[src/rtl/sched_pkg.sv]
// Shared types and helpers for the sched_rr crossbar scheduler.
package sched_pkg;

   typedef enum logic [1:0] {
      POL_FIXED  = 2'd0,
      POL_ING_RR = 2'd1,
      POL_DRR    = 2'd2
   } policy_e;

   typedef enum logic [1:0] {
      IDLE        = 2'd0,
      ASSIGN_CONT = 2'd1,
      ASSIGN_NEW  = 2'd2,
      DONE        = 2'd3
   } state_e;

   // Explicit wrap so non-power-of-two port counts stay in range.
   function automatic int wrap_inc(input int v, input int n);
      if (v + 1 >= n) begin
         return 0;
      end else begin
         return v + 1;
      end
   endfunction

   // Encoding 3 behaves like doubly round-robin.
   function automatic policy_e decode_policy(input logic [1:0] p);
      case (p)
         2'd0:    return POL_FIXED;
         2'd1:    return POL_ING_RR;
         default: return POL_DRR;
      endcase
   endfunction

endpackage

[src/rtl/sched_pick_voq.sv]
// Combinational search for the first non-empty, untaken VOQ starting at a wrap-around index.
module sched_pick_voq import sched_pkg::*; #(
   parameter  int N_PORTS = 4,
   localparam int PORT_W  = $clog2(N_PORTS)
) (
   input  logic [N_PORTS-1:0] empty,
   input  logic [N_PORTS-1:0] taken,
   input  logic [PORT_W-1:0]  start,
   output logic               found,
   output logic [PORT_W-1:0]  idx
);

   // Scan N_PORTS candidates beginning at start, first eligible one wins.
   always_comb begin
      logic [PORT_W-1:0] j;
      found = 1'b0;
      idx   = '0;
      j     = start;
      for (int k = 0; k < N_PORTS; k++) begin
         if (!found && !empty[j] && !taken[j]) begin
            found = 1'b1;
            idx   = j;
         end else begin
            found = found;
         end
         j = PORT_W'(wrap_inc(int'(j), N_PORTS));
      end
   end

endmodule

[src/rtl/sched_rr_chk.sv]
// Simulation-only checks on scheduler inputs: busy ingresses must hold distinct egresses.
module sched_rr_chk #(
   parameter  int N_PORTS = 4,
   localparam int PORT_W  = $clog2(N_PORTS)
) (
   input logic                             clk,
   input logic                             rst_n,
   input logic                             sched_en,
   input logic                             sched_busy,
   input logic [N_PORTS-1:0]               is_busy,
   input logic [N_PORTS-1:0][PORT_W-1:0]   busy_voq_num
);

   logic conflict;

   // Pairwise compare of held egresses among busy ingresses.
   always_comb begin
      conflict = 1'b0;
      for (int i = 0; i < N_PORTS; i++) begin
         for (int j = i + 1; j < N_PORTS; j++) begin
            if (is_busy[i] && is_busy[j] && (busy_voq_num[i] == busy_voq_num[j])) begin
               conflict = 1'b1;
            end else begin
               conflict = conflict;
            end
         end
      end
   end

   a_busy_egress_unique: assert property (@(posedge clk) disable iff (!rst_n)
      (sched_en && !sched_busy) |-> !conflict);

endmodule

[src/rtl/sched_rr.sv]
// N-port crossbar scheduler: keeps busy ingresses on their egress, then round-robin matches free ones.
// Optional SCHED_EARLY_DONE_EN ends the matching walk once no further grant is possible.
module sched_rr import sched_pkg::*; #(
   parameter  int N_PORTS = 4,
   localparam int PORT_W  = $clog2(N_PORTS)
) (
   input  logic                          clk,
   input  logic                          rst_n,
   input  logic                          sched_en,
   input  logic [1:0]                    policy,
   input  logic [N_PORTS-1:0]            is_busy,
   input  logic [N_PORTS*PORT_W-1:0]     busy_voq_num,
   input  logic [N_PORTS*N_PORTS-1:0]    voq_empty,
   output logic                          sched_sel_en,
   output logic [N_PORTS*PORT_W-1:0]     sched_sel,
   output logic [N_PORTS-1:0]            sched_sel_vld,
   output logic                          sched_busy
);

   localparam int CNT_W = $clog2(N_PORTS + 1);

   state_e                              state_r;
   policy_e                             pol_r;
   logic [N_PORTS-1:0]                  busy_sh_r;
   logic [N_PORTS-1:0][PORT_W-1:0]      num_sh_r;
   logic [N_PORTS-1:0][N_PORTS-1:0]     empty_sh_r;
   logic [N_PORTS-1:0][PORT_W-1:0]      egr_ptr_r;
   logic [N_PORTS-1:0][PORT_W-1:0]      sel_r;
   logic [PORT_W-1:0]                   ing_ptr_r;
   logic [PORT_W-1:0]                   cur_ing_r;
   logic [CNT_W-1:0]                    cnt_r;
   logic [N_PORTS-1:0]                  taken_r;
   logic [N_PORTS-1:0]                  cont_taken_s;
   logic [PORT_W-1:0]                   start_s;
   logic [PORT_W-1:0]                   pick_idx_s;
   logic                                pick_found_s;
   logic                                exit_s;
`ifdef SCHED_EARLY_DONE_EN
   logic [N_PORTS-1:0]                  rem_r;
`endif

   assign sched_sel = sel_r;
   assign start_s   = (pol_r == POL_FIXED) ? '0 : egr_ptr_r[cur_ing_r];

   // Egresses already held by continuing (busy) ingresses.
   always_comb begin
      cont_taken_s = '0;
      for (int i = 0; i < N_PORTS; i++) begin
         if (busy_sh_r[i]) begin
            cont_taken_s[num_sh_r[i]] = 1'b1;
         end else begin
            cont_taken_s = cont_taken_s;
         end
      end
   end

`ifdef SCHED_EARLY_DONE_EN
   // Stop when every egress is taken or no unvisited free ingress has anything queued.
   always_comb begin
      logic pend;
      pend = 1'b0;
      for (int i = 0; i < N_PORTS; i++) begin
         if (rem_r[i] && !busy_sh_r[i] && !(&empty_sh_r[i])) begin
            pend = 1'b1;
         end else begin
            pend = pend;
         end
      end
      exit_s = (&taken_r) || !pend;
   end
`else
   assign exit_s = 1'b0;
`endif

   sched_pick_voq #(.N_PORTS(N_PORTS)) u_pick (
      .empty (empty_sh_r[cur_ing_r]),
      .taken (taken_r),
      .start (start_s),
      .found (pick_found_s),
      .idx   (pick_idx_s)
   );

   sched_rr_chk #(.N_PORTS(N_PORTS)) u_chk (
      .clk          (clk),
      .rst_n        (rst_n),
      .sched_en     (sched_en),
      .sched_busy   (sched_busy),
      .is_busy      (is_busy),
      .busy_voq_num (busy_voq_num)
   );

   // Scheduling FSM, shadow registers, RR pointers and registered grant outputs.
   always_ff @(posedge clk or negedge rst_n) begin
      if (!rst_n) begin
         state_r       <= IDLE;
         pol_r         <= POL_FIXED;
         busy_sh_r     <= '0;
         num_sh_r      <= '0;
         empty_sh_r    <= '0;
         egr_ptr_r     <= '0;
         sel_r         <= '0;
         ing_ptr_r     <= '0;
         cur_ing_r     <= '0;
         cnt_r         <= '0;
         taken_r       <= '0;
         sched_sel_en  <= 1'b0;
         sched_sel_vld <= '0;
         sched_busy    <= 1'b0;
`ifdef SCHED_EARLY_DONE_EN
         rem_r         <= '0;
`endif
      end else begin
         case (state_r)
            IDLE: begin
               sched_sel_en <= 1'b0;
               if (sched_en) begin
                  pol_r         <= decode_policy(policy);
                  busy_sh_r     <= is_busy;
                  num_sh_r      <= busy_voq_num;
                  empty_sh_r    <= voq_empty;
                  sel_r         <= '0;
                  sched_sel_vld <= '0;
                  taken_r       <= '0;
                  cnt_r         <= '0;
                  cur_ing_r     <= (decode_policy(policy) == POL_FIXED) ? '0 : ing_ptr_r;
                  sched_busy    <= 1'b1;
                  state_r       <= ASSIGN_CONT;
`ifdef SCHED_EARLY_DONE_EN
                  rem_r         <= '1;
`endif
               end
            end
            ASSIGN_CONT: begin
               for (int i = 0; i < N_PORTS; i++) begin
                  if (busy_sh_r[i]) begin
                     sel_r[i]         <= num_sh_r[i];
                     sched_sel_vld[i] <= 1'b1;
                  end
               end
               taken_r <= cont_taken_s;
               state_r <= ASSIGN_NEW;
            end
            ASSIGN_NEW: begin
               if (exit_s) begin
                  sched_sel_en <= 1'b1;
                  state_r      <= DONE;
               end else begin
                  if (!busy_sh_r[cur_ing_r] && pick_found_s) begin
                     sel_r[cur_ing_r]         <= pick_idx_s;
                     sched_sel_vld[cur_ing_r] <= 1'b1;
                     taken_r[pick_idx_s]      <= 1'b1;
                     if (pol_r == POL_DRR) begin
                        egr_ptr_r[cur_ing_r] <= PORT_W'(wrap_inc(int'(pick_idx_s), N_PORTS));
                     end
                  end
                  cur_ing_r <= PORT_W'(wrap_inc(int'(cur_ing_r), N_PORTS));
                  cnt_r     <= cnt_r + 1'b1;
`ifdef SCHED_EARLY_DONE_EN
                  rem_r[cur_ing_r] <= 1'b0;
`endif
                  if (cnt_r == CNT_W'(N_PORTS - 1)) begin
                     sched_sel_en <= 1'b1;
                     state_r      <= DONE;
                  end
               end
            end
            DONE: begin
               sched_sel_en <= 1'b0;
               sched_busy   <= 1'b0;
               if (pol_r == POL_FIXED) begin
                  ing_ptr_r <= '0;
                  egr_ptr_r <= '0;
               end else begin
                  ing_ptr_r <= PORT_W'(wrap_inc(int'(ing_ptr_r), N_PORTS));
               end
               state_r <= IDLE;
            end
            default: begin
               sched_sel_en <= 1'b0;
               sched_busy   <= 1'b0;
               state_r      <= IDLE;
            end
         endcase
      end
   end

endmodule

[config.mk]
export PLATFORM = sky130hd
export DESIGN_NAME = sched_rr
export DESIGN_NICKNAME = d
export VERILOG_FILES = /design/src/rtl/sched_pkg.sv /design/src/rtl/sched_pick_voq.sv /design/src/rtl/sched_rr_chk.sv /design/src/rtl/sched_rr.sv
export SDC_FILE = /design/constraint.sdc
export NUM_CORES = 1
export LEC_CHECK = 0
export ABC_AREA = 1
export CORE_MARGIN = 3
export CORE_UTILIZATION = 55
export DETAILED_ROUTE_END_ITERATION = 8
export PLACE_DENSITY = 0.87
export SYNTH_ARGS = -nofsm -noshare
export SYNTH_HDL_FRONTEND = slang
export SYNTH_SLANG_ARGS = --single-unit
export TNS_END_PERCENT = 10
[constraint.sdc]
create_clock -name clk -period 5.4 [get_ports clk]
set_input_delay 1.08 -clock clk [delete_from_list [all_inputs] [get_ports clk]]
set_output_delay 1.08 -clock clk [all_outputs]
set_load 0.02 [all_outputs]
==> flow_summary.yaml <==
outcome:
  status: "finished, final reports clean"
global_route:
  antenna_found_initial: 0
  grt_first_pass_wirelength_um: 16000
  track_usage: 0.243
  grt_use_met1: 0.322
  use_met3: 0.0450
  grt.busiest_layer: "met2"
  grt_pass1_vias: 3474
  grt.overflow.total: 0
  met2_usage: 0.390
  grt_max_degree: 66
logic_synthesis:
  synth_area_leaders: "dfrtp_1 42%, nand2_1 23%, nand3_1 5.8%"
  syn-num-nets: 596
  yosys_register_bits: 65
  synth_commonest_cells: "244 x nand2_1, 65 x dfrtp_1, 45 x nand3_1"
  synth_cell_types: 29
  synth_ff_type: "dfrtp_1"
  yosys_warnings: 0
  async_flop_share: 1.00
  netlist_instances: 548
  avgSynthCellArea_um2: 7.15
  syn-cell-area_um2: 3920
  synth_top_cell_area_share: 0.415
  synth_edf_count: 0
  seq_area_frac_synth: 0.415
  synth_area_leader_cell: "dfrtp_1"
  yosysMostFrequentCell: "nand2_1"
power:
  power_uw: 3280
  leakage_uw: 0.00238
  power_density_nw_per_um2: 714
  irDropWorstVdd_v: 0.000303
detailed_routing:
  avgViaCountPerCell: 5.43
  drtIter0Drc: 358
  first_pass_iters: 5
  num_vias: 3761
  routedWlPerCell_um: 13.7
  antenna_left: 0
  drc: 0
  wl_um: 9510
cts:
  post_cts_resized: 0
  clock_latency_ns: 0.37
  clk_path_buf_depth: 2
  cts_htree_levels: 3
  clk_pin_slew_ns: 0.08
  cts_setup_buffers: 0
  cts_buffers: 9
  cts_tree: "yes"
  cts.sink_count: 65
  clockRootBuffer: "clkbuf_8"
  hold_buffers: 0
floorplan:
  core_area_um2: 6830
  die_x_um: 90.4
  die_h_um: 90.4
  dieArea_um2: 8170
  io-pin-count: 47
  row_count: 30
  start_util: 0.573
placement:
  dp_hpwl_um: 6980
  place_area_um2: 4410
  port_buffers: 46
  gp_congestion: 0.888
timing:
  finalSetupTns_ns: 0
  worst_pin_slew_ns: 1.01
  drv_slew: 0
  finalCritPeriodShare: 0.580
  slew_headroom: 0.326
  hold_viol: 0
  max_freq_mhz: 319
  final-setup-viol-count: 0
  min_period_ns: 3.13
  clock-skew-final_ns: 0.0137
  whs_ns: 0.488
  rsz0062_at_grt: "no"
finish:
  drive_gt1_frac: 0.0956
  area_delta_synth_final_pct: 17.1
  fin_util: 0.671
  antenna_cells: 0
  final_cell_area_um2: 4590
  num-fill-cells: 602
  fin_nets: 639
critical_path:
  endpoint_kind: "register"
  cp-start-kind: "register"
  cp_max_fo: 19
  r2r_end: "taken_r[3]"
  critPathRequiredTime_ns: 5.64
  arrival_ns: 3.37
  worstReg2RegStart: "cur_ing_r[0]"
  r2r_slack_ns: 2.27
  path_class: "reg -> reg"
  r2r_cells: 18
hold_path:
  worstHoldStart: "empty_sh_r[6]"
  hp-class: "reg -> reg"
  min_to: "empty_sh_r[6]"
  holdPathStages: 2
run:
  maxCapViolations: 0
routing by layer:
layer	share of wire	wire length, um	vias up
li1	-	-	1828
met1	0.42	3990	1739
met2	0.48	4530	171
met4	0.020	187	0
met3	0.084	803	23
met5	0	0	-
registers in the layout (all words and copies together), names as in the netlist:
name           flops
busy_sh_r          4
cnt_r              3
cur_ing_r          2
egr_ptr_r          8
empty_sh_r        16
ing_ptr_r          2
num_sh_r           8
pol_r              2
sched_busy         1
sched_sel          8
sched_sel_en       1
sched_sel_vld      4
state_r            2
taken_r            4
report_power, final:
part	leakage, uW	total, uW	internal, uW	switching (uW)
Combinational	0.00145	2020	651	1370
Clock	0.0000939	383	170	213
Sequential	0.000833	877	690	188
final cells by class:
class                   instances  area (um^2)  share of cell area
multi-input cells             427         2040               0.445
flip-flops and latches         65         1630               0.355
repair buffers                 47          463               0.101
inverters                      41          159              0.0346
clock buffers                   9          124              0.0270
well taps                      96          120              0.0262
clock inverters                 7         53.8              0.0117
stage by stage:
stage	std cells	setup slack (ns)
2_1_floorplan	548	3.16
3_3_place_gp	676	2.22
3_5_place_dp	676	2.05
4_1_cts	692	2.32
5_1_grt	692	1.96
6_report	692	2.27
how the worst max path moves through the flow:
stage | slack [ns] | depth (start not counted) | end | from
6_report | 2.27 | 18 | taken_r[3] | cur_ing_r[0]
5_1_grt | 1.96 | 16 | taken_r[1] | cur_ing_r[0]
4_1_cts | 2.32 | 16 | taken_r[0] | cur_ing_r[0]
3_5_place_dp | 2.05 | 4 | busy_sh_r[3] | sched_en
3_3_place_gp | 2.22 | 4 | num_sh_r[2] | sched_en
2_1_floorplan | 3.16 | 20 | taken_r[0] | cur_ing_r[0]
worst max-delay path, cell delays in order (launching register included):
cell,delay (ns)
dfrtp_1,0.87
inv_6,0.18
nand2_1,0.15
nand3_2,0.09
nand3_1,0.21
nand2_1,0.10
nand2_2,0.11
nand3_1,0.09
nand2_1,0.12
nor2_2,0.06
nand3_1,0.06
nand2_1,0.06
nand2_2,0.22
inv_1,0.11
ha_1,0.21
o21ai_0,0.14
a21oi_1,0.09
nand2_1,0.08
o21ai_1,0.06
placed cells by master (no fill, tap or decap), types with 3 or more instances in the layout:
cell and count:
a21oi_1 11, clkbuf_8 9, clkdlybuf4s50_1 45, clkinv_4 3
dfrtp_1 65, ha_1 15, inv_1 35, inv_2 3
inv_6 3, nand2_1 244, nand2_2 8, nand3_1 45
nand3_2 8, nand4_1 5, nor2_1 23, nor2_2 7
nor2_4 3, o21ai_0 33, o21ai_1 4, o22ai_1 7
or2_2 7
cells by family (layout without fill, tap and decap cells):
| group | count (synthesis) | after routing | synth area share |
|---|---|---|---|
| simple gates | 352 | 352 | 0.392 |
| flops | 65 | 65 | 0.415 |
| compound gates | 60 | 60 | 0.0815 |
| buf+inv | 56 | 104 | 0.0636 |
| fa+ha+maj | 15 | 15 | 0.0479 |
No activity file was read; power rests on OpenSTA's default activity.
